### config.mk
export PLATFORM = sky130hd
export DESIGN_NAME = sha256_msg_scheduler
export DESIGN_NICKNAME = d
export VERILOG_FILES = /design/src/rtl/sha256_msg_scheduler.sv
export SDC_FILE = /design/constraint.sdc
export NUM_CORES = 2
export LEC_CHECK = 0
export CAP_MARGIN = 20
export CORE_MARGIN = 2
export CORE_UTILIZATION = 41
export CTS_BUF_LIST = sky130_fd_sc_hd__clkbuf_2 sky130_fd_sc_hd__clkbuf_4 sky130_fd_sc_hd__clkbuf_8
export DETAILED_ROUTE_END_ITERATION = 10
export PLACE_DENSITY_LB_ADDON = 0.12
export SLEW_MARGIN = 10
export SYNTH_ARGS = -nofsm -noshare
export SYNTH_HDL_FRONTEND = slang
export SYNTH_SLANG_ARGS = --single-unit
### constraint.sdc
create_clock -name clk -period 9.36 [get_ports clk]
set_clock_uncertainty 0.15 [all_clocks]
set_input_delay 1.404 -clock clk [delete_from_list [all_inputs] [get_ports clk]]
set_output_delay 1.404 -clock clk [all_outputs]
set_load 0.02 [all_outputs]
### src/rtl/sha256_msg_scheduler.sv
// SHA-256 message scheduler: loads 16 words, then serves W[0..63] one per STN rising edge,
// computing W[16..63] in place in a 16-entry circular buffer. Optional macro: SCHED_OVERRUN_CHECK_EN.
module sha256_msg_scheduler (
  input  logic        clk,
  input  logic        rst,
  input  logic        start,
  input  logic        load_valid,
  input  logic [31:0] load_word,
  output logic        load_ready,
  input  logic        STN,
  output logic [31:0] Wt_out,
  output logic        Wt_valid,
  output logic [5:0]  t_index,
  output logic        busy,
  output logic        done
`ifdef SCHED_OVERRUN_CHECK_EN
  ,
  output logic        sched_err
`endif
);

  localparam logic [2:0] S_IDLE   = 3'd0;
  localparam logic [2:0] S_LOAD   = 3'd1;
  localparam logic [2:0] S_READY  = 3'd2;
  localparam logic [2:0] S_CALC1  = 3'd3;
  localparam logic [2:0] S_CALC2  = 3'd4;
  localparam logic [2:0] S_CALC3  = 3'd5;
  localparam logic [2:0] S_COMMIT = 3'd6;
  localparam logic [2:0] S_DONE   = 3'd7;

  logic [2:0]  state_q, state_d;
  logic [31:0] buf_q [16];
  logic [31:0] buf_d [16];
  logic [31:0] wt_q, wt_d;
  logic [31:0] acc_q, acc_d;
  logic [5:0]  t_q, t_d;
  logic [3:0]  wr_cnt_q, wr_cnt_d;
  logic        stn_q, stn_d;
  logic        wt_vld_q, wt_vld_d;

  logic        rise;
  logic [5:0]  n;
  logic [3:0]  n4;
  logic        big;

  function automatic logic [31:0] sig0(input logic [31:0] x);
    return {x[6:0], x[31:7]} ^ {x[17:0], x[31:18]} ^ (x >> 3);
  endfunction

  function automatic logic [31:0] sig1(input logic [31:0] x);
    return {x[16:0], x[31:17]} ^ {x[18:0], x[31:19]} ^ (x >> 10);
  endfunction

  assign rise = STN & ~stn_q;
  assign n    = t_q + 6'd1;
  assign n4   = n[3:0];
  assign big  = |n[5:4];

  always_comb begin
    state_d  = state_q;
    buf_d    = buf_q;
    wt_d     = wt_q;
    acc_d    = acc_q;
    t_d      = t_q;
    wr_cnt_d = wr_cnt_q;
    wt_vld_d = wt_vld_q;
    stn_d    = STN;
    case (state_q)
      S_IDLE: begin
        if (start) begin
          state_d  = S_LOAD;
          wr_cnt_d = 4'd0;
        end
      end
      S_LOAD: begin
        if (load_valid) begin
          buf_d[wr_cnt_q] = load_word;
          wr_cnt_d        = wr_cnt_q + 4'd1;
          if (wr_cnt_q == 4'd15) begin
            wt_d     = buf_q[0];
            t_d      = 6'd0;
            wt_vld_d = 1'b1;
            state_d  = S_READY;
          end
        end
      end
      S_READY: begin
        if (rise) state_d = (t_q == 6'd63) ? S_DONE : S_CALC1;
      end
      // Buffer slot offsets from n: -2 -> +14, -7 -> +9, -15 -> +1, -16 -> +0 (mod 16).
      S_CALC1: begin
        if (big) acc_d = sig1(buf_q[n4 + 4'd14]) + buf_q[n4 + 4'd9];
        state_d = S_CALC2;
      end
      S_CALC2: begin
        if (big) acc_d = acc_q + sig0(buf_q[n4 + 4'd1]);
        state_d = S_CALC3;
      end
      S_CALC3: begin
        acc_d   = big ? (acc_q + buf_q[n4]) : buf_q[n4];
        state_d = S_COMMIT;
      end
      S_COMMIT: begin
        buf_d[n4] = acc_q;
        wt_d      = acc_q;
        t_d       = n;
        state_d   = S_READY;
      end
      S_DONE: begin
        wt_vld_d = 1'b0;
        state_d  = S_IDLE;
      end
      default: state_d = S_IDLE;
    endcase
  end

  always_ff @(posedge clk) begin
    if (rst) begin
      state_q  <= S_IDLE;
      for (int i = 0; i < 16; i++) buf_q[i] <= 32'd0;
      wt_q     <= 32'd0;
      acc_q    <= 32'd0;
      t_q      <= 6'd0;
      wr_cnt_q <= 4'd0;
      stn_q    <= 1'b0;
      wt_vld_q <= 1'b0;
    end else begin
      state_q  <= state_d;
      buf_q    <= buf_d;
      wt_q     <= wt_d;
      acc_q    <= acc_d;
      t_q      <= t_d;
      wr_cnt_q <= wr_cnt_d;
      stn_q    <= stn_d;
      wt_vld_q <= wt_vld_d;
    end
  end

  assign load_ready = (state_q == S_LOAD);
  assign busy       = (state_q != S_IDLE);
  assign done       = (state_q == S_DONE);
  assign Wt_out     = wt_q;
  assign Wt_valid   = wt_vld_q;
  assign t_index    = t_q;

`ifdef SCHED_OVERRUN_CHECK_EN
  logic err_q, err_d;

  // Sticky: STN edge while not waiting for one, or a restart attempt mid-block.
  always_comb begin
    err_d = err_q | (busy & rise & (state_q != S_READY)) | (busy & start);
  end

  always_ff @(posedge clk) begin
    if (rst) err_q <= 1'b0;
    else     err_q <= err_d;
  end

  assign sched_err = err_q;
`endif

endmodule

==> impl_metrics.yaml <==
global_route:
  overflow: 0
  first_global_vias: 38522
  grt_usage: 0.374
  antenna_found_initial: 16
  grt_max_degree: 188
  grt_pass1_wl_mm: 294
die:
  die-height_um: 330
  io_pins: 79
  fp-row-count: 119
  die_w_um: 330
  initial_utilization: 0.414
  dieArea_sq_um: 109000
  design.core.area_sq_um: 105000
logic_synthesis:
  synth_edf_count: 0
  synth_warnings: 0
  synth_area_sq_um: 43500
  synth_flop_cell: "dfxtp_1"
  syn_inst: 4555
  syn_avg_cell_area_sq_um: 9.56
  synth-seq-cells: 591
  yosysUniqueCellTypes: 73
  synth_nets: 4706
  synthArstFlopShare: 0
  ys_seq_area_frac: 0.272
pwr:
  cellPowerDensity_nw_per_um2: 129
  p_leak_nw: 14.7
  ir_drop_v: 0.000123
worst_setup_path:
  cp.required_ps: 9850
  cp_slowest_cell: "buf_4"
  r2r_setup_slack_ps: 1550
  crit_fanout: 113
  path_buf_inv: 3
  path_class: "reg2reg"
  cp-end-kind: "register"
  cpMostUsedCell: "xnor2_1"
  path_delay_family: "compound AO/OA/AOI/OAI gates"
  slowest_delay_ps: 710
  start_kind: "register"
  arrival_ps: 8300
  worstPathCellList: "buf_4 > buf_4 > buf_12 > mux4_2 > mux2i_1 > mux2i_1 > xnor2_1 > xnor2_1 > ha_1 > o211ai_1 > o21ai_1 > o211a_1 > o2111ai_1 > o31ai_1 > a221oi_1 > o21ai_0 > xnor2_1 > a221oi_2 > a211oi_1"
detailed_routing:
  drc: 0
  first_iter_violations: 6030
  num_vias: 41730
  routed_via_density: 7.20
  wl_mm: 208
  wl_per_cell_um: 35.8
  final_antenna_net_count: 0
  firstDrtPassIters: 10
timing:
  min_period_over_period: 0.835
  drv_slew: 0
  worst_pin_slew_ps: 1260
  rsz0062_at_grt: "false"
  hold_viol: 0
  fmax_mhz: 128
  setup_viol: 0
  setup_ws_ps: 1550
  setup_tns_ps: 0
  slew_headroom: 0.153
  fin_crit_ps: 7810
clock_tree:
  numCtsBuffers: 110
  post_cts_buffers: 0
  cts_htree_levels: 3
  cts_tree: "yes"
  clkSlewWorstSetupHoldPaths_ps: 70
  cts.sinks: 591
  worstSkewPairLatency_ps: 820
  max-clock-path-buffers: 3
  clock-root-buffer: "clkbuf_8"
  hold_buffers: 0
  post_cts_resized: 0
finish:
  fin_util: 0.451
  finalNetCount: 4471
  finalNonFillerCells: 5798
  regArea_sq_um: 11800
  multiInputGateArea_sq_um: 29800
  fill_cells: 10083
  drive_above_1_share: 0.186
  synthToLayoutAreaGrowth_pct: 9.09
min_path:
  min_path_type: "reg2reg"
placement:
  place_hpwl_mm: 129
  placed_cells: 5596
  place_congestion: 1.05
  dpl_worst_slack_ps: 1630
  port_buffers: 78
job:
  cap_violations: 0
run_status:
  status: "completed"
per-layer routing:
layer	track usage	up-vias	part of all wire
met5	0	-	0.00045
met4	0.186	12	0.056
met3	0.147	672	0.14
met2	0.516	3102	0.41
met1	0.507	20580	0.39
li1	-	17364	-
final cells by class:
type | instances | area share
Clock buffer | 187 | 0.0476
Multi-Input combinational cell | 3396 | 0.627
Tap cell | 1391 | 0.0366
Sequential cell | 591 | 0.249
Antenna cell | 4 | 0.000211
Clock inverter | 8 | 0.00163
Timing Repair Buffer | 177 | 0.0344
Inverter | 44 | 0.00358
layout by cell type (no fill, tap or decap), types with 47 or more instances in the layout:
master / count
a211oi_1: 317
a21oi_1: 103
a22oi_1: 264
buf_4: 89
clkbuf_4: 52
clkbuf_8: 137
clkdlybuf4s50_1: 77
dfxtp_1: 589
ha_1: 107
mux2i_1: 132
mux4_2: 448
nand2_1: 136
nor2_1: 657
nor3_1: 70
o21ai_0: 295
o221ai_1: 258
xnor2_1: 151
xor2_1: 47
worst min-delay path, cell delays in order (launching register included):
cell and delay (ps):
dfxtp_1 310, nor2_1 90, nor3_1 50
path summary, 6_finish.rpt:
| check | from | end | cells after the start |
|---|---|---|---|
| worst max-delay path | t_index[0] | acc_q[31] | 19 |
| worst min-delay path | Wt_out[18] | Wt_out[18] | 2 |
| worst max register to register | t_index[0] | acc_q[31] | 19 |
| worst min register to register | Wt_out[18] | Wt_out[18] | 2 |
metrics by stage:
stage	hold slack, ps	power (mW)	area, sq um
finish	347	6.12	47500
global route	374	6.26	47500
CTS	351	6.09	47500
detailed placement	337	3.36	45100
global placement	333	3.36	45100
floorplan	327	3.07	43500
cells in the mapped netlist (all sizes together) (9+ instances only):
cell / instances / area share
a211oi: 317 / 0.055
a21o: 41 / 0.0071
a21oi: 104 / 0.012
a221oi: 15 / 0.0033
a22oi: 264 / 0.046
a31oi: 10 / 0.0014
and2: 50 / 0.0072
and3: 46 / 0.0066
buf: 192 / 0.021
clkbuf: 332 / 0.029
dfxtp: 591 / 0.27
ha: 111 / 0.032
inv: 44 / 0.0038
mux2i: 132 / 0.030
mux4: 448 / 0.23
nand2: 142 / 0.012
nand2b: 14 / 0.0020
nand3: 31 / 0.0036
nand4: 9 / 0.0013
nor2: 658 / 0.057
nor2b: 14 / 0.0020
nor3: 71 / 0.0083
o211ai: 10 / 0.0017
o21a: 13 / 0.0022
o21ai: 321 / 0.037
o21bai: 11 / 0.0019
o221ai: 258 / 0.052
o22ai: 20 / 0.0039
o31ai: 10 / 0.0018
xnor2: 153 / 0.031
xor2: 48 / 0.0098
power by group:
group / switching (mW) / internal, mW / total, mW
Clock: 1.25 / 1.53 / 2.78
Combinational: 0.494 / 0.199 / 0.693
Sequential: 0.0780 / 2.57 / 2.65
Total: 1.82 / 4.30 / 6.12
cells by family (layout without fill, tap and decap cells):
| logic type | after synthesis | in the layout | share of synthesized area |
|---|---|---|---|
| xor gates and xnor gates | 201 | 201 | 0.0409 |
| buffers and inverters | 568 | 416 | 0.0534 |
| adders and majority gates | 114 | 114 | 0.0333 |
| muxes | 580 | 580 | 0.262 |
| AOI/OAI and AO/OA | 1445 | 1445 | 0.235 |
| and+or+nand+nor | 1056 | 1056 | 0.103 |
| other | 0 | 4 | 0 |
| DFF | 591 | 591 | 0.272 |
state kept, by name, indices dropped and copies added, names as in the netlist:
register,cells
buf_q,512
t_index,6
Wt_out,32
acc_q,32
stn_q,1
state_q,3
wr_cnt_q,4
Wt_valid,1
No activity file was read; power rests on OpenSTA's default activity.
